### config.mk
export PLATFORM = sky130hd
export DESIGN_NAME = demux1_4_stream
export DESIGN_NICKNAME = d
export VERILOG_FILES = /design/src/rtl/demux1_4_stream.sv
export SDC_FILE = /design/constraint.sdc
export NUM_CORES = 1
export LEC_CHECK = 0
export ABC_CLOCK_PERIOD_IN_PS = 2000
export CAP_MARGIN = 10
export CORE_ASPECT_RATIO = 0.8
export CORE_MARGIN = 2
export CORE_UTILIZATION = 30
export DETAILED_ROUTE_END_ITERATION = 12
export PLACE_DENSITY = 0.57
export SLEW_MARGIN = 15
export SYNTH_ARGS = -nofsm -noshare
export SYNTH_HDL_FRONTEND = slang
export SYNTH_SLANG_ARGS = --single-unit
### constraint.sdc
create_clock -name clk -period 2 [get_ports clk]
set_input_delay 0.5 -clock clk [delete_from_list [all_inputs] [get_ports clk]]
set_output_delay 0.5 -clock clk [all_outputs]
set_load 0.005 [all_outputs]
### src/rtl/demux1_4_stream.sv
// demux1_4_stream: steers one valid/ready beat stream into one of four registered output channels.
// The destination is sampled on a packet's first beat and held until its last beat.
module demux1_4_stream #(
    parameter int DW = 2
) (
    input  logic          clk,
    input  logic          rst,
    input  logic [DW-1:0] din,
    input  logic [1:0]    din_sel,
    input  logic          din_last,
    input  logic          din_valid,
    output logic          din_ready,
    output logic [DW-1:0] dout0,
    output logic [DW-1:0] dout1,
    output logic [DW-1:0] dout2,
    output logic [DW-1:0] dout3,
    output logic          dout0_last,
    output logic          dout1_last,
    output logic          dout2_last,
    output logic          dout3_last,
    output logic          dout0_valid,
    output logic          dout1_valid,
    output logic          dout2_valid,
    output logic          dout3_valid,
    input  logic          dout0_ready,
    input  logic          dout1_ready,
    input  logic          dout2_ready,
    input  logic          dout3_ready,
    output logic          busy
);
    localparam logic IDLE = 1'b0;
    localparam logic LOCK = 1'b1;

    logic          state_q, state_d;
    logic [1:0]    sel_q, sel_d;
    logic [DW-1:0] data_q [4];
    logic [3:0]    last_q, valid_q, rdy, free, load;
    logic [1:0]    tgt;
    logic          acc;

    assign rdy       = {dout3_ready, dout2_ready, dout1_ready, dout0_ready};
    assign free      = ~valid_q | rdy;
    // Channel index is the bitwise inverse of the select code.
    assign tgt       = ~(state_q == LOCK ? sel_q : din_sel);
    assign din_ready = free[tgt];
    assign acc       = din_valid & din_ready;
    assign load      = acc ? 4'b0001 << tgt : 4'b0000;
    assign busy      = state_q == LOCK;

    always_comb begin
        state_d = acc ? (din_last ? IDLE : LOCK) : state_q;
        sel_d   = acc && state_q == IDLE ? din_sel : sel_q;
    end

    always_ff @(posedge clk or posedge rst) begin
        if (rst) begin
            state_q <= IDLE;
            sel_q   <= 2'b00;
            last_q  <= 4'b0000;
            valid_q <= 4'b0000;
            for (int i = 0; i < 4; i++) data_q[i] <= '0;
        end else begin
            state_q <= state_d;
            sel_q   <= sel_d;
            for (int i = 0; i < 4; i++) begin
                if (load[i]) begin
                    data_q[i]  <= din;
                    last_q[i]  <= din_last;
                    valid_q[i] <= 1'b1;
                end else if (rdy[i]) begin
                    valid_q[i] <= 1'b0;
                end
            end
        end
    end

    assign dout0       = data_q[0];
    assign dout1       = data_q[1];
    assign dout2       = data_q[2];
    assign dout3       = data_q[3];
    assign dout0_last  = last_q[0];
    assign dout1_last  = last_q[1];
    assign dout2_last  = last_q[2];
    assign dout3_last  = last_q[3];
    assign dout0_valid = valid_q[0];
    assign dout1_valid = valid_q[1];
    assign dout2_valid = valid_q[2];
    assign dout3_valid = valid_q[3];
endmodule

# Yosys cells after proc, flatten, opt, wreduce, memory -nomap -nowiden
# Index checks and enable logic that the tools add are counted.
# W data, S select, Z words.
op_classes:
  n_lt_le_gt_ge: 1
  shifts: 1
  n_mux: 13
  bitwise_logic: 5
  n_reduce_logical: 5
ops:
  columns: ["operator", "n"]
  rows:
  - ["$mux W1", 10]
  - ["$reduce_bool A2 Y1", 4]
  - ["$mux W4", 1]
  - ["$not A4 Y4", 1]
  - ["$or A4 B4 Y4", 1]
  - ["$shl A1 B2 Y4 const A", 1]
  - ["$lt A2 B3 Y1 const B", 1]
  - ["$bmux W1 S2", 1]
  - ["$mux W2", 1]
  - ["$not A2 Y2", 1]
  - ["$and A1 B1 Y1", 1]
  - ["$logic_and A1 B1 Y1", 1]
  - ["$not A1 Y1", 1]
totals:
  reg_bits: 19
  inputBits: 12
  output_inout_bits: 18

# Longest topological paths before layout
logic_depth:
  word_depth: 7
  depth_mapped: 4
  depth_no_buf: 4

# Least setup slack after synthesis
# OpenSTA, ideal clock, no wires.
synth_timing:
  kind: "flip-flop to output port"
  startpoint: "register state_q, in the netlist busy"
  endpoint: "output port din_ready"
  arrival_ns: 1.198
  setup_slack_ns: 0.302
  stages_incl_launch_ff: 4
  path_buffers: 0
  cell_sequence: "dfrtp_1 -> mux2i_2 -> mux2i_1 -> mux2i_1"
synth_via:
  elab_chain_cells: 4
synth_lines:
  columns: ["item", "line", "text"]
  rows:
  - ["start: declaration", "34", "logic state_q, state_d;"]
  - ["start signal: assignment", "63", "state_q <= state_d;"]
  - ["$mux W2", "44", "assign tgt = ~(state_q == LOCK ? sel_q : din_sel);"]
  - ["$not A2 Y2", "44", null]
  - ["$bmux W1 S2", "45", "assign din_ready = free[tgt];"]
  - ["$mux W1 (not written as such)", "45", null]
  - ["end: declaration", "12", "output logic din_ready,"]
# No other way between the ends. The select of a mux whose other input is x is not followed.

# Worst setup path in the final report
layout_timing:
  startpoint: "input port din_sel[0]"
  endpoint: "output port din_ready"
layout_via:
  elab_chain_cells: 4
layout_lines:
  columns: ["item", "line", "text"]
  rows:
  - ["start: declaration", "9", "input logic [1:0] din_sel,"]
  - ["$mux W2", "44", null]
  - ["$not A2 Y2", "44", null]
  - ["$bmux W1 S2", "45", null]
  - ["$mux W1 (not written as such)", "45", null]
# No other way between the ends. The select of a mux whose other input is x is not followed.

==> flow_summary.json <==
{
  "path_buf_inv": 2,
  "post-route-period-util": 1.006,
  "yosysSeqAreaShare": 0.5564,
  "antenna_found_initial": 0,
  "avgViaCountPerCell": 4.544,
  "max_freq_mhz": 496.9,
  "hold_path.class": "input port to asynchronous set/reset pin",
  "status": "finished with violations",
  "path_depth": 5,
  "clk_pin_slew_ns": 0.10,
  "cts_made_buffers": 3,
  "setup.worst_path.end": "din_ready",
  "final_layout_size_suffix_gt1_frac": 0.3670,
  "place_ws_ns": -0.5629,
  "maxCapViolCount": 0,
  "clock-sinks": 19,
  "grt_pass1_vias": 715,
  "slew_viol_final": 0,
  "clockBufferDepth": 2,
  "crit_slowest_cell": "dlygate4sd2_1",
  "fp.dieW_um": 63.67,
  "switchingPower_mw": 0.5871,
  "whs_ns": 0.5116,
  "tightestPinTransition_ns": 0.2316,
  "finalSetupViolations": 1,
  "p_per_area_nw_per_um2": 1430,
  "grt_pass1_wl_um": 3298,
  "seqPwrFrac": 0.373,
  "firstDrtPassIters": 4,
  "clock_skew_ns": 0.004766,
  "rsz0062_at_grt": "yes",
  "violations": "setup timing",
  "finalHoldViolations": 0,
  "p_int_mw": 1.336,
  "r2r_end": "sel_q[0]",
  "start_util": 0.3114,
  "antenna_left": 0,
  "ys_seq_elements": 19,
  "core_area_um2": 2744,
  "drt_iter0_drc": 29,
  "cp_max_fo": 3,
  "clk_latency_ns": 0.29,
  "syn-cell-area_um2": 854.6,
  "nets": 122,
  "path_class": "input port to output pin",
  "reg2reg_depth": 6,
  "r2r_slack_ns": 0.24,
  "clockPowerShare": 0.099,
  "wl_per_cell_um": 12.88,
  "p_leak_nw": 0.5961,
  "fin_area_um2": 1345,
  "swShare": 0.3053,
  "track_usage": 0.1334,
  "yosys_warnings": 0,
  "irDropWorstVdd_mv": 0.5116,
  "synth_area_per_cell_um2": 13.35,
  "crit-reg2reg-launch": "busy",
  "fp.dieH_um": 51.74,
  "drc": 0,
  "cp_slowest_stage_delay_ns": 0.27,
  "cts-hold-fix-buffers": 0,
  "syn-num-nets": 76,
  "cts_tree": "yes",
  "startpoint": "din_sel[0]",
  "grt-ovfl-total": 0,
  "dp_hpwl_um": 1444,
  "cp-end-kind": "output pin",
  "total_power_mw": 1.923,
  "cts-root-buf": "clkbuf_4",
  "cts_max_level": 1,
  "vias": 668,
  "syn_inst": 64,
  "setup.worst_path.start_class": "input port",
  "drt-total-wl_um": 1893,
  "required_ns": 1.50,
  "power_frac_comb": 0.528,
  "finalWorstPathRequiredPeriod_ns": 2.013,
  "crit_arrival_ns": 1.51,
  "synth_cell_type_count": 19,
  "diodes": 0,
  "grt_start_max_net_pins": 20,
  "setup_ws_ns": -0.01257,
  "port_buffers": 29,
  "dpl_cell_area_um2": 1260,
  "slew_headroom": 0.8423,
  "crit_family": "multiplexers",
  "dieArea_um2": 3294,
  "io_pins": 30,
  "rows": 17,
  "place_congestion": 0.7837,
  "syn2layout_area_growth_pct": 57.39,
  "crit_chain": "dlygate4sd2_1 -> mux2i_4 -> mux2i_2 -> mux2i_1 -> buf_2"
}
-- cells in the mapped netlist, drive strengths merged --
library cell | instances | area share
inv | 2 | 0.0088
o2111ai | 1 | 0.010
nand3 | 1 | 0.012
nand4 | 1 | 0.0073
nand3b | 3 | 0.031
mux2 | 13 | 0.17
nand2b | 5 | 0.037
a21oi | 1 | 0.0059
mux2i | 6 | 0.079
nand4b | 2 | 0.021
dfrtp | 19 | 0.56
or3b | 1 | 0.010
o22ai | 1 | 0.0073
o21ai | 2 | 0.012
nor2b | 1 | 0.010
nand2 | 5 | 0.022
-- state kept, by name, summed over array words and instances (netlist names) --
name	count
dout1	2
busy	1
dout2	2
valid_q	4
dout0	2
sel_q	2
dout3	2
last_q	4
-- routing by layer --
layer	share of wire	wire length (um)	GRT usage	vias up
met5	0	0	0	-
met4	0.0063	12	0.03261	0
met3	0.067	126	0.05195	2
met2	0.45	861	0.2123	21
met1	0.47	893	0.1717	322
li1	-	-	-	323
-- what timing repair did --
item / in CTS / in global routing
setup buffers: 2 / 1
hold endpoints to repair: 0 / 0
gates resized for setup: 11 / 2
setup endpoints to repair: 1 / 2
-- worst register-to-register path: cells and delay by family, from the launching register on --
kind	cells	cell delay (ns)
buf+inv	2	0.34
mux	2	0.54
compound gates	2	0.34
flops	1	0.44
-- cells in the final DEF (no fill, tap or decap) --
cell type and instances:
clkdlybuf4s50_1 26, dfrtp_1 18, mux2_2 12, buf_4 12
nand2_1 5, mux2i_2 3, nand2b_4 3, clkbuf_4 3
nand3b_1 2, nand4b_1 2, nand2b_1 2, mux2i_1 2
inv_1 2, o21ai_0 2, or3b_2 1, o2111ai_1 1
a21oi_1 1, mux2_1 1, mux2i_4 1, nand4_1 1
nor2b_2 1, nand3_2 1, nand3b_2 1, o22ai_1 1
dfrtp_2 1, clkbuf_1 1, dlygate4sd2_1 1, dlymetal6s2s_1 1
buf_2 1
-- per-stage QoR --
step / cells / util / setup TNS (ns)
finish: 147 / 0.4902 / -0.01257
global route: 147 / 0.4902 / -0.09388
CTS: 146 / 0.4852 / 0
detailed placement: 140 / 0.4592 / -1.556
global placement: 140 / 0.4592 / -0.9353
floorplan: 64 / - / 0
-- power by group through the flow --
stage	combinational, mW	sequential [mW]	clock, mW
finish	1.02	0.717	0.190
global route	1.11	0.743	0.211
CTS	1.01	0.719	0.196
detailed placement	0.953	0.709	0
global placement	0.944	0.698	0
floorplan	0.393	0.712	0
-- logic make-up after synthesis --
| logic type | share of synthesized area |
|---|---|
| muxes | 0.2504 |
| DFF | 0.5564 |
| and+or+nand+nor | 0.1494 |
| AOI/OAI and AO/OA | 0.03514 |
| buffers and inverters | 0.008788 |
-- layout make-up --
class	instances	area, um^2
Sequential cell	19	476.7
Timing Repair Buffer	41	376.6
Multi-Input combinational cell	43	410.4
Inverter	2	7.507
Tap cell	38	47.55
Clock buffer	4	26.28
Fill cell	257	1399
-- how the worst min path moves through the flow --
stage | from | end | slack [ns] | cells after the start
final | rst | last_q[0] | 0.51 | 3
after CTS | rst | last_q[0] | 0.52 | 3
after global placement | dout1[1] | dout1[1] | 0.49 | 1
after floorplan | rst | busy | 0.45 | 1
after detailed placement | sel_q[0] | sel_q[0] | 0.50 | 1
after global routing | rst | last_q[0] | 0.54 | 3
Note: power is estimated with default switching activity, not from simulation.
